<file path="src/rtl/axis_rr_arbiter.sv">
// Packet-level round-robin arbiter: one registered arbitration cycle in IDLE, then zero-latency muxing of the granted source.
// Backpressure passes straight through to the granted source only; no data is buffered.

module axis_rr_arbiter #(
   parameter int  NUM_SRC = 4,
   parameter int  WIDTH   = 32,
   localparam int ID_W    = (NUM_SRC > 1) ? $clog2(NUM_SRC) : 1,
   localparam int KW      = WIDTH / 8
) (
   input  logic                       aclk,
   input  logic                       areset,
   input  logic [NUM_SRC-1:0]         s_axis_tvalid,
   output logic [NUM_SRC-1:0]         s_axis_tready,
   input  logic [NUM_SRC*WIDTH-1:0]   s_axis_tdata,
   input  logic [NUM_SRC*KW-1:0]      s_axis_tkeep,
   input  logic [NUM_SRC-1:0]         s_axis_tlast,
   output logic                       m_axis_tvalid,
   input  logic                       m_axis_tready,
   output logic [WIDTH-1:0]           m_axis_tdata,
   output logic [KW-1:0]              m_axis_tkeep,
   output logic                       m_axis_tlast,
   output logic [ID_W-1:0]            m_axis_tid,
   output logic [NUM_SRC-1:0]         grant,
   output logic                       busy
);

   typedef enum logic {IDLE = 1'b0, XFER = 1'b1} state_t;

   state_t          state, state_nxt;
   logic [ID_W-1:0] sel;
   logic [ID_W-1:0] last_grant;
   logic [ID_W-1:0] winner;
   logic [ID_W:0]   scan;
   logic            beat_done;

   // Scan downwards so the nearest requester after last_grant overwrites any farther one.
   always_comb begin
      winner = last_grant;
      scan   = '0;
      for (int k = NUM_SRC; k >= 1; k--) begin
         scan = {1'b0, last_grant} + (ID_W+1)'(k);
         if (scan >= (ID_W+1)'(NUM_SRC))
            scan = scan - (ID_W+1)'(NUM_SRC);
         if (s_axis_tvalid[scan[ID_W-1:0]])
            winner = scan[ID_W-1:0];
      end
   end

   assign beat_done = m_axis_tvalid & m_axis_tready & m_axis_tlast;

   always_ff @(posedge aclk) begin
      if (areset) begin
         state      <= IDLE;
         sel        <= '0;
         last_grant <= ID_W'(NUM_SRC - 1);
      end else begin
         state <= state_nxt;
         if (state == IDLE && |s_axis_tvalid)
            sel <= winner;
         if (beat_done)
            last_grant <= sel;
      end
   end

   always_comb begin
      state_nxt = state;
      case (state)
         IDLE:    if (|s_axis_tvalid) state_nxt = XFER;
         XFER:    if (beat_done)      state_nxt = IDLE;
         default: state_nxt = IDLE;
      endcase
   end

   // Grant is locked for the whole packet; a valid bubble from the owner just shows as m_axis_tvalid = 0.
   always_comb begin
      s_axis_tready = '0;
      m_axis_tvalid = 1'b0;
      m_axis_tdata  = '0;
      m_axis_tkeep  = '0;
      m_axis_tlast  = 1'b0;
      grant         = '0;
      busy          = 1'b0;
      if (state == XFER) begin
         busy               = 1'b1;
         grant[sel]         = 1'b1;
         m_axis_tvalid      = s_axis_tvalid[sel];
         m_axis_tdata       = s_axis_tdata[sel*WIDTH +: WIDTH];
         m_axis_tkeep       = s_axis_tkeep[sel*KW +: KW];
         m_axis_tlast       = s_axis_tlast[sel];
         s_axis_tready[sel] = m_axis_tready;
      end
   end

   assign m_axis_tid = sel;

endmodule

</file>
<file path="config.mk">
export PLATFORM = sky130hd
export DESIGN_NAME = axis_rr_arbiter
export DESIGN_NICKNAME = d
export VERILOG_FILES = /design/src/rtl/axis_rr_arbiter.sv
export SDC_FILE = /design/constraint.sdc
export NUM_CORES = 1
export LEC_CHECK = 0
export CORE_MARGIN = 2
export CORE_UTILIZATION = 28
export CTS_CLUSTER_DIAMETER = 80
export DETAILED_ROUTE_END_ITERATION = 8
export PLACE_DENSITY = 0.84
export SLEW_MARGIN = 20
export SYNTH_ARGS = -nofsm -noshare
export SYNTH_HDL_FRONTEND = slang
export SYNTH_SLANG_ARGS = --single-unit
</file>
<file path="constraint.sdc">
create_clock -name aclk -period 4.3 [get_ports aclk]
set_clock_uncertainty 0.2 [all_clocks]
set_input_delay 0.645 -clock aclk [delete_from_list [all_inputs] [get_ports aclk]]
set_output_delay 0.645 -clock aclk [all_outputs]
set_load 0.05 [all_outputs]
</file>
# ---- Word level (Yosys, flattened, before mapping)
# Index checks and enable logic that the tools add are counted.
dict set report totals {
  reg_bits 5
  output_inout_bits 49
}
dict set report op_classes {
  mux 32
  reduce_logical 3
  n_lt_le_gt_ge 10
  shift 2
  bitwise_logic 4
  n_addsub 8
}
# cell n
set op_table {}
lappend op_table {{$shiftx 128x8->32} 1}
lappend op_table {{$mux 32} 1}
lappend op_table {{$mux 2} 8}
lappend op_table {{$shiftx 16x5->4} 1}
lappend op_table {{$lt 2x3->1 const B} 5}
lappend op_table {{$bmux 1 s2} 6}
lappend op_table {{$ge 3x3->1 const B} 4}
lappend op_table {{$mux 1} 12}
lappend op_table {{$mux 4} 3}
lappend op_table {{$sub 2x1->2 const B} 4}
lappend op_table {{$add 2x2->3 const B} 2}
lappend op_table {{$and 4x4->4} 1}
lappend op_table {{$reduce_or 4->1} 1}
lappend op_table {{$add 2x1->3 const B} 1}
lappend op_table {{$add 2x3->3 const B} 1}
lappend op_table {{$and 1x1->1} 2}
lappend op_table {{$demux 1 s2} 1}
lappend op_table {{$ge 2x1->1 const B} 1}
lappend op_table {{$logic_and 1x1->1} 2}
lappend op_table {{$pmux 1 s2} 1}
lappend op_table {{$not 1->1} 1}

# ---- Logic depth before layout (Yosys ltp)
# Gate-level depths: netlist of the first run.
dict set report logic_depth {
  word_depth 9
  depth_mapped 5
  mapped_depth_nobuf 4
}

# ---- Worst setup path before layout of the first run
# No wires, ideal clock.
dict set report synth_timing {
  path_type {register to output}
  startpoint {reg sel[1], in the netlist m_axis_tid[1]}
  endpoint {out s_axis_tready[2]}
  required_ps 3455
  path_slack_ps 981
  path_buffers 3
  path_stages_with_launch 5
  t_arrival_ps 2474
  cell_sequence {dfxtp_1 > buf_4 > buf_4 > buf_4 > nor3b_1}
}
dict set report synth_between {
  elab_chain_cells 6
  word_cells_on_any_way 7
  classes_between {order compare: 2; mux: 3; bitwise: 1; reduce/logical: 1}
}
# element line
set synth_lines {}
lappend synth_lines {{start, declared} 30} ;# logic [ID_W-1:0] sel;
lappend synth_lines {{start signal, assigned} 59} ;# sel <= winner;
lappend synth_lines {{$lt 2x3->1 (not written as such) or $ge 2x1->1 (tied branches)} 90} ;# s_axis_tready[sel] = m_axis_tready;
lappend synth_lines {{$logic_and 1x1->1 (not written as such)} 90}
lappend synth_lines {{$mux 1 (not written as such)} 90}
lappend synth_lines {{$demux 1 s2 (*)} 90}
lappend synth_lines {{$and 4x4->4 (no source line) (*)} -}
lappend synth_lines {{$mux 4 (*)} 83} ;# if (state == XFER) begin
lappend synth_lines {{end, declared} 13} ;# output logic [NUM_SRC-1:0] s_axis_tready,
# Mark *: on every way between the ends. The rest lies on a longest branch, timed or not.

# ---- Worst setup path in the final report of the first run
dict set report layout_timing {
  startpoint {reg sel[0], in the netlist m_axis_tid[0]}
  endpoint {out m_axis_tdata[0]}
}
dict set report layout_between {
  elab_chain_cells 2
}
# element line
set layout_lines {}
lappend layout_lines {{$shiftx 128x8->32} 87} ;# m_axis_tdata = s_axis_tdata[sel*WIDTH +: WIDTH];
lappend layout_lines {{$mux 32} 83}
lappend layout_lines {{end, declared} 19} ;# output logic [WIDTH-1:0] m_axis_tdata,
# No other way between the ends.

==> impl_metrics.py, run 1 <==
metrics = {
    "logic_synthesis": {
        "yosysWarnings": 0,
        "ys_ff_latch": 5,
        "synthArstFlopShare": 0,
        "synth-compound-area-share": 0.0449,
        "synth_top_family_by_area": "multiplexers",
        "yosys.area_share.adder": 0,
        "synth_flop_cell": "dfxtp_1",
        "synthSimpleGateAreaFrac": 0.246,
        "syn-num-nets": 296,
        "synthDistinctLibCells": 28,
        "synth_edf_count": 0,
        "synth_xor_area_frac": 0,
        "syn_area_per_cell_sq_um": 11.3,
        "synthCells": 141,
        "muxShareOfSynthArea": 0.550,
        "seq_area_frac_synth": 0.0630,
        "syn_area_sq_mm": 0.00159,
    },
    "routing": {
        "detail_route.first_pass.iterations": 4,
        "viasPerCell": 4.97,
        "wl_um": 7440,
        "route.detailed.drc": 0,
        "antenna_left": 0,
        "initialDrtViolationCount": 70,
        "wl_per_cell_um": 18.3,
        "num_vias": 2023,
    },
    "pwr": {
        "p_per_area_mw_per_mm2": 258,
        "leakage_nw": 1.27,
        "peakVddDrop_v": 0.000220,
    },
    "min_path": {
        "hp-start": "last_grant[0]",
        "hold_path_class": "reg2reg",
    },
    "clock_network": {
        "cts_tree": "built",
        "cts-resized-gates": 0,
        "ctsLongestPathBuffers": 2,
        "cts_setup_buffers": 0,
        "insertion_delay_ns": 0.22,
        "numCtsBuffers": 3,
        "cts.sink_count": 5,
        "clkSlewWorstSetupHoldPaths_ns": 0.03,
        "hold_buffers": 0,
        "h-tree-depth": 1,
        "cts_root_buf": "clkbuf_8",
    },
    "floorplan": {
        "die_width_um": 79.3,
        "std_cell_rows": 27,
        "die_h_um": 79.3,
        "core_region_area_sq_mm": 0.00551,
        "ios": 204,
        "start_util": 0.289,
        "dieArea_sq_mm": 0.00629,
    },
    "setup_path": {
        "crit_fanout": 41,
        "critPathLaunch": "m_axis_tid[0]",
        "path_cells": "buf_12, mux4_2, and2_1, clkdlybuf4s50_1",
        "crit_slowest_cell": "clkdlybuf4s50_1",
        "cp.arrival_ns": 2.56,
        "crit_type": "reg2out",
        "worstSetupEndpointType": "output pin",
        "cpPeakStageDelay_ns": 0.69,
        "timing.rr.start": "m_axis_tid[1]",
        "required_ns": 3.45,
        "start_kind": "register",
    },
    "cells_and_area": {
        "final_area_sq_mm": 0.00365,
        "drive_gt1_frac": 0.143,
        "final_util": 0.663,
        "nets": 491,
        "diodes": 0,
        "final.fill_count": 437,
        "stdcell_count": 407,
        "areaGrowthSynthToFinish_pct": 130,
    },
    "grt": {
        "grt.total_usage": 0.224,
        "grt_max_degree": 42,
        "met2_usage": 0.425,
        "grt_util_met3": 0.0477,
        "grt_pass1_wl_um": 10900,
        "grt_pass1_vias": 2033,
        "antenna_found_initial": 0,
        "grt.met1_usage": 0.261,
        "top_usage_layer": "met2",
        "grt.overflow.total": 0,
    },
    "timing": {
        "setup-violations-final": 0,
        "slew_viol_final": 0,
        "tns_ns": 0,
        "slew_headroom": 0.597,
        "tightest_slew_ns": 0.604,
        "rsz0062_at_grt": "false",
        "hold_viol": 0,
        "layout_min_cycle_time_ns": 3.40,
        "fin_crit_sh": 0.792,
        "max_freq_ghz": 0.294,
    },
    "place": {
        "portBuffers": 203,
        "place_hpwl_um": 6260,
        "place.gp.congestion": 0.790,
        "placed_area_sq_mm": 0.00361,
        "post-place-cells": 403,
    },
    "job": {
        "max_cap_viol_count": 0,
    },
    "status": {
        "status": "completed",
    },
}
-- critical path, delay by kind of cell, from the launching register on --
family                 cells  cell delay, ns
multiplexers               1            0.55
buffers and inverters      2            1.01
flip-flops                 1            0.59
AND/OR/NAND/NOR            1            0.17
-- stage by stage --
step	hold WS, ns	setup WS [ns]	power, W
4_1_cts	0.367	0.830	0.000950
6_report	0.366	0.896	0.000941
3_3_place_gp	0.329	0.990	0.000850
5_1_grt	0.397	0.726	0.000988
2_1_floorplan	0.303	0.981	0.000571
3_5_place_dp	0.362	0.949	0.000858
-- registers in the layout (all words and copies together) (netlist names) --
| signal | count |
|---|---|
| last_grant | 2 |
| m_axis_tid | 2 |
| state | 1 |
-- metal layers --
metal  share of wire  wire length (um)  vias to the layer above
li1                -                 -                      939
met1            0.38              2840                      967
met2            0.53              3980                      108
met3           0.073               546                        9
met4           0.011                82                        0
met5               0                 0                        -
-- kinds of logic after synthesis --
logic type | after synthesis
buffers and inverters | 18
DFF | 5
muxes | 41
and+or+nand+nor | 66
AOI/OAI and AO/OA | 11
-- synthesized netlist by cell type, drive strengths merged, types with 2 or more instances --
library cell  count  area [sq um]
and3              2          12.5
mux2i             4          40.0
nand2b            5          31.3
nor2              8          30.0
and2             37           231
a21oi             4          20.0
and3b             2          17.5
nand2             4          15.0
dfxtp             5           100
mux4             37           833
clkbuf            4          15.0
buf              13           134
nor3b             4          30.0
nor3              2          10.0
-- power breakdown --
| part | total, W | switching (W) | internal [W] |
|---|---|---|---|
| sequential | 0.0000791 | 0.0000262 | 0.0000529 |
| combinational | 0.000774 | 0.000390 | 0.000384 |
| clock | 0.0000879 | 0.0000242 | 0.0000637 |
| total | 0.000941 | 0.000441 | 0.000500 |
-- area by class of cell --
class	count	area, sq um	area share
multi-input cells	118	1340	0.366
flip-flops and latches	5	103	0.0281
clock buffers	4	45.0	0.0123
repair buffers	207	2070	0.568
inverters	1	3.75	0.00103
well taps	72	90.1	0.0247
-- layout by cell type (no fill, tap or decap), types with 3 or more instances in the layout --
cell type / synthesis / layout
a21oi_1: 4 / 4
and2_1: 37 / 37
buf_4: 5 / 3
clkbuf_8: 0 / 3
clkdlybuf4s50_1: 0 / 203
dfxtp_1: 5 / 3
mux2i_1: 4 / 4
mux4_2: 37 / 37
nand2_1: 4 / 4
nand2b_1: 5 / 5
nor2_1: 8 / 8
nor3b_1: 4 / 4
-- path summary, 6_finish.rpt --
kind	endpoint	slack (ns)	cells past startpoint
min reg2reg	last_grant[0]	0.37	2
max reg2reg	last_grant[1]	2.32	5
min	last_grant[0]	0.37	2
max	m_axis_tdata[0]	0.90	4
Power figures use the tool's default switching activity.
==> inputs of run 2 (changes only) <==
--- a/config.mk
+++ b/config.mk
@@ -6,10 +6,10 @@
 export NUM_CORES = 1
 export LEC_CHECK = 0
 export CORE_MARGIN = 2
-export CORE_UTILIZATION = 28
+export CORE_UTILIZATION = 24
 export CTS_CLUSTER_DIAMETER = 80
 export DETAILED_ROUTE_END_ITERATION = 8
-export PLACE_DENSITY = 0.84
+export PLACE_DENSITY = 0.76
 export SLEW_MARGIN = 20
 export SYNTH_ARGS = -nofsm -noshare
 export SYNTH_HDL_FRONTEND = slang
==> constraint.sdc (replaced) <==
create_clock -name aclk -period 3.1 [get_ports aclk]
set_clock_uncertainty 0.2 [all_clocks]
set_input_delay 0.465 -clock aclk [delete_from_list [all_inputs] [get_ports aclk]]
set_output_delay 0.465 -clock aclk [all_outputs]
set_load 0.05 [all_outputs]
==> impl_metrics.py, run 2 (synthesis gave the netlist of run 1 again) <==
metrics = {
    "status": {
        "status": "completed",
    },
    "cells_and_area": {
        "mostFrequentLayoutCell": "clkdlybuf4s50_1",
        "diodes": 0,
        "drive_gt1_frac": 0.265,
        "final_cell_mix": "clkdlybuf4s50_1 (167), buf_4 (39), mux4_2 (37), and2_1 (37), nor2_1 (8)",
        "multiInputGateArea_sq_mm": 0.00134,
        "final.fill_count": 556,
        "seq_area_sq_um": 103,
        "final_util": 0.575,
        "areaGrowthSynthToFinish_pct": 131,
        "nets": 496,
        "final_area_sq_mm": 0.00367,
    },
    "floorplan": {
        "core_region_area_sq_mm": 0.00639,
        "die_h_um": 85.4,
        "dieArea_sq_mm": 0.00729,
        "die_width_um": 85.4,
        "std_cell_rows": 29,
        "ios": 204,
        "start_util": 0.249,
    },
    "setup_path": {
        "path_cells": "buf_12, mux4_2, and2_1, clkdlybuf4s50_1",
        "timing.rr.start": "m_axis_tid[1]",
        "start_kind": "register",
        "critical-path-top-delay-family": "buffers and inverters",
        "r2r_cells": 4,
        "crit_fanout": 41,
        "worstSetupEndpointType": "output pin",
        "critical_path_depth": 4,
        "critPathLaunch": "m_axis_tid[0]",
        "required_ns": 2.43,
        "reg2reg_slack_ns": 1.05,
        "cpPeakStageDelay_ns": 0.69,
        "crit_slowest_cell": "clkdlybuf4s50_1",
        "crit_end": "m_axis_tdata[11]",
        "path_buf_inv": 2,
        "cp.arrival_ns": 2.22,
        "crit_type": "reg2out",
        "r2r_end": "last_grant[1]",
    },
    "grt": {
        "antenna_found_initial": 0,
        "grt_pass1_wl_um": 11200,
        "grt_max_degree": 42,
        "grt_pass1_vias": 2081,
        "grt.overflow.total": 0,
        "grt.total_usage": 0.195,
    },
    "timing": {
        "layout_min_cycle_time_ns": 2.89,
        "fin_crit_sh": 0.931,
        "tightest_slew_ns": 0.522,
        "max_freq_ghz": 0.347,
        "rsz0062_at_grt": "false",
        "slew_viol_final": 0,
        "hold_viol": 0,
        "setup-violations-final": 0,
        "whs_ns": 0.342,
        "slew_headroom": 0.652,
        "tns_ns": 0,
    },
    "pwr": {
        "p_per_area_mw_per_mm2": 355,
        "p_sw_w": 0.000612,
        "leakage_nw": 1.37,
        "peakVddDrop_v": 0.000237,
        "finalPower_w": 0.00130,
        "combPwrFrac": 0.837,
        "internal_power_w": 0.000693,
        "p_seq_frac": 0.071,
        "switching_share": 0.469,
        "p_clk_frac": 0.092,
    },
    "routing": {
        "antenna_left": 0,
        "initialDrtViolationCount": 49,
        "wl_um": 7420,
        "num_vias": 2029,
        "route.detailed.drc": 0,
        "detail_route.first_pass.iterations": 4,
        "wl_per_cell_um": 17.8,
        "viasPerCell": 4.87,
    },
    "clock_network": {
        "cts_root_buf": "clkbuf_8",
        "cts_setup_buffers": 0,
        "h-tree-depth": 1,
        "insertion_delay_ns": 0.22,
        "numCtsBuffers": 3,
        "hold_buffers": 0,
        "clkSlewWorstSetupHoldPaths_ns": 0.03,
        "cts-resized-gates": 0,
        "cts_tree": "built",
        "cts.sink_count": 5,
        "ctsLongestPathBuffers": 2,
    },
    "place": {
        "portBuffers": 203,
        "place_hpwl_um": 6250,
        "place.gp.congestion": 0.771,
        "placed_area_sq_mm": 0.00363,
    },
    "min_path": {
        "hold_path_class": "reg2reg",
    },
    "job": {
        "max_cap_viol_count": 0,
    },
}
[run 2: cell types whose count changed in the layout (fill, tap and decap cells not counted), sizes merged]
cell,previous run,this run
buf,4,45
clkdlybuf4s50,203,167
[run 2: tightest hold or removal path: stages, from the launching register on]
cell,delay (ns)
dfxtp_1,0.32
nor2_1,0.10
mux2i_1,0.07
[run 2: worst min-delay path by stage]
stage	startpoint	end	slack (ns)	cells after the start
floorplan	last_grant[0]	last_grant[0]	0.30	2
global placement	last_grant[0]	last_grant[0]	0.32	2
detailed placement	last_grant[0]	last_grant[0]	0.34	2
CTS	last_grant[0]	last_grant[0]	0.34	2
global route	last_grant[0]	last_grant[0]	0.40	2
finish	last_grant[0]	last_grant[0]	0.34	2
[run 2: metrics by stage]
stage          worst slack, ns  instances
6_report                 0.214        417
3_3_place_gp             0.262        413
2_1_floorplan           0.0733        141
3_5_place_dp             0.236        413
5_1_grt                  0.137        417
4_1_cts                  0.185        417
[run 2: power groups by stage]
stage | sequential [W] | combinational [W] | clock (W)
2_1_floorplan | 0.000100 | 0.000693 | 0
3_3_place_gp | 0.0000943 | 0.00109 | 0
3_5_place_dp | 0.0000945 | 0.00110 | 0
4_1_cts | 0.0000935 | 0.00110 | 0.000123
5_1_grt | 0.0000960 | 0.00115 | 0.000128
6_report | 0.0000930 | 0.00109 | 0.000119
[run 2: final cells by class]
class / instances / share of cell area
clock buffers: 4 / 0.0123
repair buffers: 212 / 0.567
inverters: 1 / 0.00102
flip-flops and latches: 5 / 0.0279
well taps: 77 / 0.0262
multi-input cells: 118 / 0.365
[run 2: metal layers]
layer	share of wire	GRT usage
met5	0	0
met4	0.018	0.0361
met3	0.091	0.0535
met2	0.52	0.351
met1	0.37	0.233
